[config.mk]
export PLATFORM = sky130hd
export DESIGN_NAME = layer_sequencer_flat
export DESIGN_NICKNAME = d
export VERILOG_FILES = /design/src/rtl/layer_seq_pkg.sv /design/src/rtl/layer_sequencer_if.sv /design/src/rtl/neuron_result_buf.sv /design/src/rtl/layer_sequencer.sv /design/src/flat_wrapper.sv
export SDC_FILE = /design/constraint.sdc
export NUM_CORES = 1
export LEC_CHECK = 0
export BUFFER_PORTS_ARGS = -buffer_cell sky130_fd_sc_hd__buf_2
export CAP_MARGIN = 20
export CORE_AREA = 2 2 273 275
export DETAILED_ROUTE_END_ITERATION = 16
export DIE_AREA = 0 0 275 277
export PLACE_DENSITY = 0.63
export SYNTH_ARGS = -nofsm -noshare
export SYNTH_HDL_FRONTEND = slang
export SYNTH_HIERARCHICAL = 1
export SYNTH_SLANG_ARGS = --single-unit
[constraint.sdc]
create_clock -name clk -period 2.7 [get_ports clk]
set_input_delay 0.27 -clock clk [delete_from_list [all_inputs] [get_ports clk]]
set_output_delay 0.27 -clock clk [all_outputs]
set_load 0.01 [all_outputs]
[src/rtl/layer_seq_pkg.sv]
`default_nettype none
// ============================================================================
// Module      : layer_seq_pkg
// Description : Shared types and helpers for the fully-connected layer
//               sequencer: controller state encoding and counter width helper.
// Revision    : 1.0 - initial release
// ============================================================================
package layer_seq_pkg;

  // Controller states; explicit 3-bit encoding.
  typedef enum logic [2:0] {
    IDLE   = 3'd0,
    LOAD_W = 3'd1,
    STREAM = 3'd2,
    WAIT   = 3'd3,
    DRAIN  = 3'd4
  } seq_state_t;

  // Width of the neuron-side weight and configuration buses.
  localparam int c_WORD_W = 32;

  // Bits needed to hold any value 0..n (counter that may reach its limit).
  function automatic int cnt_width(input int n);
    return (n < 1) ? 1 : $clog2(n + 1);
  endfunction

endpackage
`default_nettype wire

[src/rtl/layer_sequencer_if.sv]
`default_nettype none
// ============================================================================
// Module      : layer_sequencer_if
// Description : Bus bundle around the layer sequencer: weight stream, input
//               sample stream, neuron-array broadcast/collect bus and result
//               stream.
//   slave  : sequencer side (accepts streams, drives neurons, emits results)
//   master : environment side (upstream source, neuron array, downstream sink)
// Revision    : 1.0 - initial release
// ============================================================================
interface layer_sequencer_if #(
  parameter int numNeuron = 30,
  parameter int dataWidth = 16
);
  // Weight stream
  logic                           w_valid;
  logic                           w_ready;
  logic [31:0]                    w_data;
  // Input sample stream
  logic                           in_valid;
  logic                           in_ready;
  logic [dataWidth-1:0]           in_data;
  // Neuron array bus
  logic [dataWidth-1:0]           n_myinput;
  logic                           n_myinputValid;
  logic                           n_weightValid;
  logic [31:0]                    n_weightValue;
  logic                           n_biasValid;
  logic [31:0]                    config_layer_num;
  logic [31:0]                    config_neuron_num;
  logic [numNeuron-1:0]           n_outvalid;
  logic [numNeuron*dataWidth-1:0] n_out;
  // Result stream
  logic                           out_valid;
  logic                           out_ready;
  logic [dataWidth-1:0]           out_data;
  logic                           out_last;

  modport slave (
    input  w_valid, w_data, in_valid, in_data, n_outvalid, n_out, out_ready,
    output w_ready, in_ready, n_myinput, n_myinputValid, n_weightValid,
           n_weightValue, n_biasValid, config_layer_num, config_neuron_num,
           out_valid, out_data, out_last
  );

  modport master (
    output w_valid, w_data, in_valid, in_data, n_outvalid, n_out, out_ready,
    input  w_ready, in_ready, n_myinput, n_myinputValid, n_weightValid,
           n_weightValue, n_biasValid, config_layer_num, config_neuron_num,
           out_valid, out_data, out_last
  );

endinterface
`default_nettype wire

[src/rtl/neuron_result_buf.sv]
`default_nettype none
// ============================================================================
// Module      : neuron_result_buf
// Description : One result slot and one sticky "captured" bit per neuron.
//               A slot is written only on the first capture strobe after a
//               clear; later strobes for that neuron are ignored.
// Ports       : clk, rst (async, active-low)
//               clr          - clear all sticky bits (slots keep old data)
//               cap_en[k]    - capture strobe for neuron k
//               cap_data     - flat results, neuron k at [k*DATA_WIDTH +: DATA_WIDTH]
//               rd_idx       - read index, rd_data = slot[rd_idx]
//               all_set      - every sticky bit is set
// Revision    : 1.0 - initial release
// ============================================================================
module neuron_result_buf #(
  parameter int NUM_NEURON = 30,
  parameter int DATA_WIDTH = 16,
  parameter int IDX_W      = 5
) (
  input  logic                             clk,
  input  logic                             rst,
  input  logic                             clr,
  input  logic [NUM_NEURON-1:0]            cap_en,
  input  logic [NUM_NEURON*DATA_WIDTH-1:0] cap_data,
  input  logic [IDX_W-1:0]                 rd_idx,
  output logic [DATA_WIDTH-1:0]            rd_data,
  output logic                             all_set
);

  logic [NUM_NEURON-1:0]                 r_sticky;
  logic [NUM_NEURON-1:0][DATA_WIDTH-1:0] r_slot;

  always_ff @(posedge clk or negedge rst) begin
    if (!rst) begin
      r_sticky <= '0;
      r_slot   <= '0;
    end else begin
      for (int k = 0; k < NUM_NEURON; k++) begin
        if (clr) begin
          r_sticky[k] <= 1'b0;
        end else if (cap_en[k] && !r_sticky[k]) begin
          r_sticky[k] <= 1'b1;
          r_slot[k]   <= cap_data[k*DATA_WIDTH +: DATA_WIDTH];
        end
      end
    end
  end

  // Compare-based read mux keeps the index width independent of slot count.
  always_comb begin
    rd_data = '0;
    for (int k = 0; k < NUM_NEURON; k++) begin
      if (rd_idx == IDX_W'(k)) rd_data = r_slot[k];
    end
  end

  assign all_set = &r_sticky;

endmodule
`default_nettype wire

[src/rtl/layer_sequencer.sv]
`default_nettype none
// ============================================================================
// Module      : layer_sequencer
// Description : Controller for one fully-connected layer. Loads every
//               neuron's weights from one 32-bit stream, broadcasts one input
//               vector to all neurons, collects each neuron's result once and
//               serialises the results to the next layer.
// Ports       : clk, rst (async, active-low)
//               cmd_load, start    - command pulses, honoured in IDLE only
//               bus (slave)        - weight/input streams, neuron bus, results
//               weights_loaded     - sticky, set after a complete load
//               busy               - controller not idle
//               done               - one-cycle pulse after the last result
//               err                - sticky WAIT watchdog error
// Options     : LAYER_SEQ_TIMEOUT_EN - enables the WAIT watchdog; without it
//               err is tied low and WAIT has no time limit.
// Revision    : 1.0 - initial release
// ============================================================================
module layer_sequencer #(
  parameter int layerNo    = 1,
  parameter int numNeuron  = 30,
  parameter int numWeight  = 784,
  parameter int dataWidth  = 16,
  parameter int WAIT_LIMIT = 64
) (
  input  logic              clk,
  input  logic              rst,
  input  logic              cmd_load,
  input  logic              start,
  layer_sequencer_if.slave  bus,
  output logic              weights_loaded,
  output logic              busy,
  output logic              done,
  output logic              err
);
  import layer_seq_pkg::*;

  localparam int c_WCW = cnt_width(numWeight);
  localparam int c_NCW = cnt_width(numNeuron);

  seq_state_t r_state, w_state_nxt;

  logic [c_WCW-1:0]     r_wcnt;        // weight index in LOAD_W, sample count in STREAM
  logic [c_NCW-1:0]     r_ncnt;        // neuron index in LOAD_W, result index in DRAIN
  logic                 r_w_ready;
  logic                 r_in_ready;
  logic                 r_wvalid;
  logic [c_WORD_W-1:0]  r_wvalue;
  logic [c_WORD_W-1:0]  r_cfg_neuron;
  logic                 r_ivalid;
  logic [dataWidth-1:0] r_idata;
  logic                 r_loaded;
  logic                 r_done;

  logic                 w_w_hs, w_in_hs, w_out_hs;
  logic                 w_last_word, w_last_neuron, w_last_sample;
  logic                 w_all_set, w_clr;
  logic                 w_err_set;
  logic [numNeuron-1:0] w_cap_en;
  logic [dataWidth-1:0] w_rd_data;

  // Ready registers are only high in their own state, so a handshake never
  // needs a separate state qualifier.
  assign w_w_hs        = r_w_ready  && bus.w_valid;
  assign w_in_hs       = r_in_ready && bus.in_valid;
  assign w_out_hs      = (r_state == DRAIN) && bus.out_ready;
  assign w_last_word   = (r_wcnt == c_WCW'(numWeight - 1));
  assign w_last_sample = w_last_word;
  assign w_last_neuron = (r_ncnt == c_NCW'(numNeuron - 1));

`ifdef LAYER_SEQ_TIMEOUT_EN
  localparam int c_TCW = cnt_width(WAIT_LIMIT);
  logic [c_TCW-1:0] r_wait_cnt;
  logic             r_err;
`endif

  // ---------------------------------------------------------------- next state
  always_comb begin
    w_state_nxt = r_state;
    w_err_set   = 1'b0;
    case (r_state)
      IDLE: begin
        if (cmd_load)               w_state_nxt = LOAD_W;  // load wins over start
        else if (start && r_loaded) w_state_nxt = STREAM;
      end
      LOAD_W: begin
        if (w_w_hs && w_last_word && w_last_neuron) w_state_nxt = IDLE;
      end
      STREAM: begin
        if (w_in_hs && w_last_sample) w_state_nxt = WAIT;
      end
      WAIT: begin
        if (w_all_set) begin
          w_state_nxt = DRAIN;
        end
`ifdef LAYER_SEQ_TIMEOUT_EN
        else if (r_wait_cnt == c_TCW'(WAIT_LIMIT - 1)) begin
          w_state_nxt = IDLE;
          w_err_set   = 1'b1;
        end
`endif
      end
      DRAIN: begin
        if (w_out_hs && w_last_neuron) w_state_nxt = IDLE;
      end
      default: w_state_nxt = IDLE;
    endcase
  end

  // ---------------------------------------------------------------- registers
  always_ff @(posedge clk or negedge rst) begin
    if (!rst) begin
      r_state      <= IDLE;
      r_wcnt       <= '0;
      r_ncnt       <= '0;
      r_w_ready    <= 1'b0;
      r_in_ready   <= 1'b0;
      r_wvalid     <= 1'b0;
      r_wvalue     <= '0;
      r_cfg_neuron <= '0;
      r_ivalid     <= 1'b0;
      r_idata      <= '0;
      r_loaded     <= 1'b0;
      r_done       <= 1'b0;
    end else begin
      r_state    <= w_state_nxt;
      r_w_ready  <= (w_state_nxt == LOAD_W);
      r_in_ready <= (w_state_nxt == STREAM);
      r_wvalid   <= w_w_hs;
      r_ivalid   <= w_in_hs;
      r_done     <= w_out_hs && w_last_neuron;

      if (w_w_hs) begin
        r_wvalue     <= bus.w_data;
        r_cfg_neuron <= c_WORD_W'(r_ncnt);
      end
      if (w_in_hs) r_idata <= bus.in_data;

      if (r_state == IDLE && cmd_load) r_loaded <= 1'b0;
      else if (r_state == LOAD_W && w_state_nxt == IDLE) r_loaded <= 1'b1;

      case (r_state)
        LOAD_W: begin
          if (w_w_hs) begin
            if (w_last_word) begin
              r_wcnt <= '0;
              r_ncnt <= w_last_neuron ? '0 : r_ncnt + 1'b1;
            end else begin
              r_wcnt <= r_wcnt + 1'b1;
            end
          end
        end
        STREAM: begin
          if (w_in_hs) r_wcnt <= w_last_sample ? '0 : r_wcnt + 1'b1;
        end
        DRAIN: begin
          if (w_out_hs) r_ncnt <= w_last_neuron ? '0 : r_ncnt + 1'b1;
        end
        default: begin
          r_wcnt <= '0;
          r_ncnt <= '0;
        end
      endcase
    end
  end

`ifdef LAYER_SEQ_TIMEOUT_EN
  always_ff @(posedge clk or negedge rst) begin
    if (!rst) begin
      r_wait_cnt <= '0;
      r_err      <= 1'b0;
    end else begin
      r_wait_cnt <= (r_state == WAIT) ? r_wait_cnt + 1'b1 : '0;
      if (w_err_set) r_err <= 1'b1;
    end
  end
  assign err = r_err;
`else
  assign err = 1'b0;
`endif

  // A zero watchdog limit would be meaningless; flag it at elaboration by
  // producing an empty, clearly named block that reviewers can search for.
  if (WAIT_LIMIT < 1) begin : g_bad_wait_limit
  end

  // ---------------------------------------------------------- result buffer
  // Sticky bits are cleared exactly on the IDLE->STREAM transition so a new
  // inference never sees results from the previous one.
  assign w_clr    = (r_state == IDLE) && (w_state_nxt == STREAM);
  assign w_cap_en = (r_state == WAIT) ? bus.n_outvalid : '0;

  neuron_result_buf #(
    .NUM_NEURON (numNeuron),
    .DATA_WIDTH (dataWidth),
    .IDX_W      (c_NCW)
  ) u_result_buf (
    .clk      (clk),
    .rst      (rst),
    .clr      (w_clr),
    .cap_en   (w_cap_en),
    .cap_data (bus.n_out),
    .rd_idx   (r_ncnt),
    .rd_data  (w_rd_data),
    .all_set  (w_all_set)
  );

  // ---------------------------------------------------------------- outputs
  assign bus.w_ready           = r_w_ready;
  assign bus.in_ready          = r_in_ready;
  assign bus.n_weightValid     = r_wvalid;
  assign bus.n_weightValue     = r_wvalue;
  assign bus.config_neuron_num = r_cfg_neuron;
  assign bus.config_layer_num  = c_WORD_W'(layerNo);
  assign bus.n_biasValid       = 1'b0;
  assign bus.n_myinput         = r_idata;
  assign bus.n_myinputValid    = r_ivalid;
  assign bus.out_valid         = (r_state == DRAIN);
  assign bus.out_data          = (r_state == DRAIN) ? w_rd_data : '0;
  assign bus.out_last          = (r_state == DRAIN) && w_last_neuron;

  assign weights_loaded = r_loaded;
  assign busy           = (r_state != IDLE);
  assign done           = r_done;

endmodule
`default_nettype wire
[src/flat_wrapper.sv]
// flat-port wrapper written by rule: the top's interface ports become plain ports
module layer_sequencer_flat import layer_seq_pkg::*;
#(
  parameter int layerNo    = 1,
  parameter int numNeuron  = 30,
  parameter int numWeight  = 784,
  parameter int dataWidth  = 16,
  parameter int WAIT_LIMIT = 64
)
  (clk, rst, cmd_load, start, weights_loaded, busy, done, err, bus_w_valid, bus_w_data, bus_in_valid, bus_in_data, bus_n_outvalid, bus_n_out, bus_out_ready, bus_w_ready, bus_in_ready, bus_n_myinput, bus_n_myinputValid, bus_n_weightValid, bus_n_weightValue, bus_n_biasValid, bus_config_layer_num, bus_config_neuron_num, bus_out_valid, bus_out_data, bus_out_last);
  layer_sequencer_if #(.numNeuron(numNeuron), .dataWidth(dataWidth)) bus_i ();
  input  logic clk;
  input  logic rst;
  input  logic cmd_load;
  input  logic start;
  output logic weights_loaded;
  output logic busy;
  output logic done;
  output logic err;
  input wire logic [$bits(bus_i.w_valid)-1:0] bus_w_valid;
  input wire logic [$bits(bus_i.w_data)-1:0] bus_w_data;
  input wire logic [$bits(bus_i.in_valid)-1:0] bus_in_valid;
  input wire logic [$bits(bus_i.in_data)-1:0] bus_in_data;
  input wire logic [$bits(bus_i.n_outvalid)-1:0] bus_n_outvalid;
  input wire logic [$bits(bus_i.n_out)-1:0] bus_n_out;
  input wire logic [$bits(bus_i.out_ready)-1:0] bus_out_ready;
  output wire logic [$bits(bus_i.w_ready)-1:0] bus_w_ready;
  output wire logic [$bits(bus_i.in_ready)-1:0] bus_in_ready;
  output wire logic [$bits(bus_i.n_myinput)-1:0] bus_n_myinput;
  output wire logic [$bits(bus_i.n_myinputValid)-1:0] bus_n_myinputValid;
  output wire logic [$bits(bus_i.n_weightValid)-1:0] bus_n_weightValid;
  output wire logic [$bits(bus_i.n_weightValue)-1:0] bus_n_weightValue;
  output wire logic [$bits(bus_i.n_biasValid)-1:0] bus_n_biasValid;
  output wire logic [$bits(bus_i.config_layer_num)-1:0] bus_config_layer_num;
  output wire logic [$bits(bus_i.config_neuron_num)-1:0] bus_config_neuron_num;
  output wire logic [$bits(bus_i.out_valid)-1:0] bus_out_valid;
  output wire logic [$bits(bus_i.out_data)-1:0] bus_out_data;
  output wire logic [$bits(bus_i.out_last)-1:0] bus_out_last;
  assign bus_i.w_valid = bus_w_valid;
  assign bus_i.w_data = bus_w_data;
  assign bus_i.in_valid = bus_in_valid;
  assign bus_i.in_data = bus_in_data;
  assign bus_i.n_outvalid = bus_n_outvalid;
  assign bus_i.n_out = bus_n_out;
  assign bus_i.out_ready = bus_out_ready;
  assign bus_w_ready = bus_i.w_ready;
  assign bus_in_ready = bus_i.in_ready;
  assign bus_n_myinput = bus_i.n_myinput;
  assign bus_n_myinputValid = bus_i.n_myinputValid;
  assign bus_n_weightValid = bus_i.n_weightValid;
  assign bus_n_weightValue = bus_i.n_weightValue;
  assign bus_n_biasValid = bus_i.n_biasValid;
  assign bus_config_layer_num = bus_i.config_layer_num;
  assign bus_config_neuron_num = bus_i.config_neuron_num;
  assign bus_out_valid = bus_i.out_valid;
  assign bus_out_data = bus_i.out_data;
  assign bus_out_last = bus_i.out_last;
  layer_sequencer #(.layerNo(layerNo), .numNeuron(numNeuron), .numWeight(numWeight), .dataWidth(dataWidth), .WAIT_LIMIT(WAIT_LIMIT)) u_core (.clk(clk), .rst(rst), .cmd_load(cmd_load), .start(start), .bus(bus_i), .weights_loaded(weights_loaded), .busy(busy), .done(done), .err(err));
endmodule
== Word-level counts from Yosys, hierarchy flattened ==
Cells that the tools add are included.
Cells by class
  $add $sub $neg: 2
  equality and inequality tests: 40
  muxes and demuxes: 110
  bitwise gates (word level): 3
  reduce and logical (&&, ||, !) cells: 140
Operator list (number)
  16-bit 2-to-1 mux: 31
  5-bit equality test (second input constant): 14
  1-bit 2-to-1 mux: 62
  2-bit nonzero test: 31
  2-bit AND reduction: 30
  1-bit logical AND: 42
  5-bit by 4-bit equality test with 1-bit output (second input constant): 8
  1-bit logical NOT: 30
  10-bit 2-to-1 mux: 3
  30-bit 2-to-1 mux: 1
  10-bit case mux with 3 select lines: 1
  30-bit AND reduction: 1
  5-bit by 3-bit equality test with 1-bit output (second input constant): 4
  5-bit 2-to-1 mux: 4
  3-bit 2-to-1 mux: 6
  3-bit case mux with 5 select lines: 1
  5-bit case mux with 3 select lines: 1
  10-bit by 1-bit adder with 10-bit output (second input constant): 1
  10-bit equality test (second input constant): 1
  5-bit by 2-bit equality test with 1-bit output (second input constant): 2
  3-bit by 2-bit equality test with 1-bit output (second input constant): 3
  2-bit by 1-bit inequality test with 1-bit output (second input constant): 4
  3-bit by 1-bit equality test with 1-bit output (second input constant): 2
  3-bit logical NOT: 2
  other kinds (8): 10
Word-level totals
  bits in registers: 587
  bits of input ports: 565
  output and inout port bits: 139
  logic and storage cells: 367

== Depth between registers and ports, before layout ==
  depth after elaboration: 32
  depth in mapped cells: 11
  mapped depth without buffers: 7

== By module ==
Netlist, hierarchy kept.
By module, submodules not included
  neuron_result_buf: times used 1, cells an instance 1983, area each 24599.8 um^2
  layer_sequencer: times used 1, cells an instance 382, area each 4162.7 um^2

== Least setup slack after synthesis ==
OpenSTA, ideal clock, no wires.
  path type: reg2reg
  start: reg u_core.r_state[2]
  end: reg u_core/u_result_buf/r_slot[121] in the netlist's numbering
  data arrival time: 2.316 ns
  required time: 2.575 ns
  setup slack: 0.259 ns
  stages on the path, launching flop included: 10
  buffers on the path: 4
  cell sequence: dfrtp_1 buf_4 inv_1 and3_1 clkbuf_1 and2_1 nor3b_1 clkbuf_1 clkbuf_1 mux2_2
On the way
  elaborated cells between the ends (all ways): 20
  those cells by class: eq/ne (5); mux (8); bitwise (1); reduce/logical (6)
RTL lines
  from (decl): line layer_sequencer.sv:41  | seq_state_t r_state, w_state_nxt;
  from (signal assigned): line layer_sequencer.sv:126  | r_state <= w_state_nxt;
  3-bit by 2-bit equality test with 1-bit output: line layer_sequencer.sv:191  | assign w_cap_en = (r_state == WAIT) ? bus.n_outvalid : '0;
  30-bit 2-to-1 mux: line layer_sequencer.sv:191
  via u_core.w_cap_en[7]: line layer_sequencer.sv:59  | logic [numNeuron-1:0] w_cap_en;
  1-bit logical AND: line neuron_result_buf.sv:41  | end else if (cap_en[k] && !r_sticky[k]) begin
  2-bit AND reduction (no source line)
  to (signal, indexed assignment): line neuron_result_buf.sv:43  | r_slot[k] <= cap_data[k*DATA_WIDTH +: DATA_WIDTH];
  to (decl): line neuron_result_buf.sv:31  | logic [NUM_NEURON-1:0][DATA_WIDTH-1:0] r_slot;
The timed path passes the listed nets, and every way through them passes these cells.
A chain may end at the register's enable or synchronous reset.

== Worst setup path after layout ==
  start: reg u_core.r_ncnt[0]
  end: out bus_out_data[5]
On the way
  longest elaborated chain between the ends: 32
  elaborated cells between the ends (all ways): 61
  those cells by class: eq/ne (29); mux (31); reduce/logical (1)
RTL lines
  from (decl): line layer_sequencer.sv:44  | logic [c_NCW-1:0] r_ncnt;
  from (signal assigned): line layer_sequencer.sv:147  | r_ncnt <= w_last_neuron ? '0 : r_ncnt + 1'b1;
  from (signal assigned): line layer_sequencer.sv:157  | if (w_out_hs) r_ncnt <= w_last_neuron ? '0 : r_ncnt + 1'b1;
  5-bit logical NOT: line neuron_result_buf.sv:53  | if (rd_idx == IDX_W'(k)) rd_data = r_slot[k];
  16-bit 2-to-1 mux (29 in series): line neuron_result_buf.sv:53
  16-bit 2-to-1 mux *: line neuron_result_buf.sv:53
  via u_core.w_rd_data[5]: line layer_sequencer.sv:60  | logic [dataWidth-1:0] w_rd_data;
  16-bit 2-to-1 mux *: line layer_sequencer.sv:219  | assign bus.out_data = (r_state == DRAIN) ? w_rd_data : '0;
  to (decl): line flat_wrapper.sv:37  | output wire logic [$bits(bus_i.out_data)-1:0] bus_out_data;
The timed path passes the listed nets; every way through them passes the cells marked *.

==> metrics.cfg <==
[clock_network]
worst_setup_hold_path_clk_slew_ns = 0.06
clock_tree.root_cell = clkbuf_16
worst_skew_pair.late_latency_ns = 0.61
htree_levels = 3
tritoncts.num_buffers = 68
clock_sinks = 587
tritoncts_clock_tree = done
clock_tree.buffer_depth = 3

[detailed_routing]
drt_pre_antenna_iters = 6
final_antenna_net_count = 0
dr.first_iter.drc_count = 2456
drt-total-wl_um = 138000
drc = 0
detail_route.vias_per_cell = 5.66
vias = 27400
detail_route.wl_per_cell_um = 28.4

[layout]
final_design_area_no_fill_sq_um = 44400
layout.area.seq_sq_um = 14700
num-fill-cells = 5783
design.final.nets = 4385
drive_gt1_frac = 0.483
area_growth_pct = 54.3
multi_input_area_sq_um = 14000

[worst_setup_path]
timing.critical_path.fanout_max = 8
cp_slowest_cell = dfrtp_4
cpMostUsedCell = a21oi_1
timing_worst_setup_path_type = flip-flop to output pin
cp.arrival_ns = 3.24
critical_path_cell_list = buf_6 > or3b_4 > a32oi_1 > a21oi_1 > o211ai_1 > a21oi_1 > buf_4 > o22ai_4 > and2_1 > buf_2
cp-end-kind = output pin
critPathRequiredTime_ns = 2.43
path_delay_family = compound AO/OA/AOI/OAI gates
critical_path_buf_inv_count = 3
cp_slowest_stage_delay_ns = 0.57
worst_setup_path_start_kind = flip-flop

[synthesis]
synth_seq_area_share = 0.511
synth.cell_area_sq_um = 28800
postSynthCellCount = 2365
synth_warnings = 6
number_of_synthesized_flops_with_an_enable_pin = 0
synth-seq-cells = 587
yosys_most_used_dff = dfrtp_1
async_flop_share = 1.00
ys_types = 99
synthesis.area_per_instance_sq_um = 12.2

[grt]
grtUsageTotal = 0.354
grt_pass1_vias = 29100
grt_max_degree = 70
grt_pass1_wl_um = 196000
overflow = 0
antenna_found_initial = 13

[worst_hold_path]
worst_hold_path_type = input port to flip-flop

[die]
die_w_um = 275
initial_utilization = 0.391
rows = 100
coreArea_sq_um = 73600
floorplan.die_area_sq_um = 76200
fp.dieH_um = 277
top_level_ports = 704

[placed_design]
port-buffer-count = 642
replace_congestion = 0.946
place_hpwl_um = 99100
dp_worst_setup_slack_ns = -0.761
postPlaceCellArea_sq_um = 35000

[power]
ir_drop_uv = 400
power-per-cell-area_nw_per_um2 = 454
total_power_mw = 20.1
total_leakage_power_nw = 21.4

[run_status]
run_status = complete, but fails checks
violations = setup timing

[timing]
layout_worst_path_cycle_share = 1.30
timing_max_transition_violations_final = 0
period_minus_slack_ns = 3.51
final.hold.worst_slack_ns = 0.0308
grt_setup_unrepaired = true
timing.fmax_mhz = 285
relative_max_transition_margin = 0.511
hold_vio_cnt_final = 0
clock_skew_ns = 0.0286
slew_at_the_pin_closest_to_its_max_slew_limit_ns = 0.733
finalSetupViolCount = 16
final_critical_path_setup_slack_ns = -0.810

[run]
timing.max_cap.violations = 0

-- flip-flops by register name (all words and copies together) (netlist names), 3 cells and up --
| signal | flops |
|---|---|
| u_core/r_wcnt | 10 |
| u_core/r_state | 3 |
| u_core/u_result_buf/r_slot | 480 |
| u_core/bus.n_weightValue | 32 |
| u_core/r_ncnt | 5 |
| u_core/bus.n_myinput | 16 |
| u_core/u_result_buf/r_sticky | 30 |
| u_core/bus.config_neuron_num | 5 |
-- tightest hold or removal path, delay by kind of cell --
kind	cells	cell delay, ns
buffers and inverters	1	0.07
and+or+nand+nor	3	0.25
-- Yosys cell counts, types with 34 or more instances --
master    count  area [sq um]
dfrtp_1     587         14700
mux2_2      541          6090
nor2_1      124           465
buf_2        85           425
a21oi_1      83           415
buf_4        82           616
o21ai_0      75           375
nand2_1      69           259
mux2i_1      52           521
and2_1       50           313
nand3_1      48           240
clkbuf_1     38           143
o22ai_1      34           213
-- worst paths after layout --
| path | from | endpoint | cells past startpoint | slack [ns] |
|---|---|---|---|---|
| max | u_core/r_ncnt[0]$_DFFE_PN0P_ | bus_out_data[5] | 10 | -0.81 |
| min | bus_n_outvalid[28] | u_core/u_result_buf/r_sticky[28]$_DFFE_PN0P_ | 4 | 0.03 |
| max reg2reg | u_core/r_ncnt[0]$_DFFE_PN0P_ | u_core/r_ncnt[2]$_DFFE_PN0P_ | 8 | 0.12 |
| min reg2reg | u_core/bus.config_neuron_num[4]$_DFFE_PN0N_ | u_core/bus.config_neuron_num[4]$_DFFE_PN0N_ | 2 | 0.50 |
| max in group asynchronous | rst | u_core/u_result_buf/r_sticky[25]$_DFFE_PN0P_ | 4 | 1.50 |
| min in group asynchronous | rst | u_core/u_result_buf/r_slot[50]$_DFFE_PN0P_ | 2 | 0.25 |
-- area by class of cell --
class	count	share of cell area
clock buffer	93	0.0430
clock inverter	23	0.00708
inverter	24	0.00217
timing repair buffer	1540	0.272
sequential	587	0.331
antenna	9	0.000508
multi-input combinational	1596	0.316
tap	969	0.0273
-- layout by cell type (no fill, tap or decap), types with 10 or more instances in the layout --
cell / Yosys / layout
a211oi_1: 22 / 14
a21oi_1: 83 / 69
a21oi_2: 2 / 12
a22oi_1: 21 / 17
a31oi_1: 26 / 20
a32oi_1: 13 / 11
and2_1: 50 / 42
and3_1: 13 / 11
buf_12: 0 / 37
buf_2: 85 / 636
buf_4: 82 / 266
buf_6: 9 / 56
clkbuf_1: 38 / 15
clkbuf_16: 0 / 70
conb_1: 2 / 61
dfrtp_1: 587 / 582
dlygate4sd3_1: 0 / 534
inv_1: 22 / 19
mux2_2: 541 / 541
mux2i_1: 52 / 46
nand2_1: 69 / 65
nand2b_1: 30 / 25
nand3_1: 48 / 44
nand4_1: 13 / 13
nor2_1: 124 / 119
nor2b_1: 21 / 19
nor3_1: 24 / 20
nor3b_2: 30 / 19
nor3b_4: 1 / 17
nor4_1: 14 / 10
o21ai_0: 75 / 58
o221ai_1: 18 / 12
o22ai_1: 34 / 29
-- routing by layer --
| layer | up-vias | share of wire | routed length, um | GRT usage |
|---|---|---|---|---|
| li1 | 11500 | - | - | - |
| met1 | 13900 | 0.40 | 55400 | 0.456 |
| met2 | 1537 | 0.47 | 64300 | 0.567 |
| met3 | 454 | 0.069 | 9550 | 0.0608 |
| met4 | 8 | 0.060 | 8290 | 0.192 |
| met5 | - | 0.00041 | 56 | 0 |
-- per-stage QoR --
stage	TNS, ns	util	instances
final	-10.90	0.603	4841
after detailed placement	-5.00	0.476	4136
after floorplan	0	-	2424
after global routing	-11.66	0.603	4840
after global placement	-4.31	0.476	4136
after CTS	-11.20	0.596	4818
-- cells by family after synthesis --
family / after synthesis / synth area share
other: 2 / 0.000261
buffers and inverters: 241 / 0.0482
and+or+nand+nor: 500 / 0.100
adders and majority gates: 3 / 0.00131
AOI/OAI and AO/OA: 432 / 0.104
xor gates and xnor gates: 1 / 0.000305
DFF: 587 / 0.511
muxes: 599 / 0.235
-- where the power goes --
group          total (mW)  internal [mW]  switching (mW)  leakage, nW
Sequential           8.99           8.89          0.0984         8.03
Combinational        1.76          0.980           0.778         12.3
Clock                9.40           5.61            3.79         1.09
Total                20.1           15.5            4.67         21.4
-- timing repair --
item | 4_1_cts | 5_1_grt
hold buffers | 534 | 0
cloned | 1 | 1
pin swaps | 60 | 37
endpoints found under the setup margin | 17 | 19
endpoints found under the hold margin | 584 | 0
buffers inserted | 36 | 15
resized for setup | 210 | 85
Note: power is estimated with default switching activity, not from simulation.
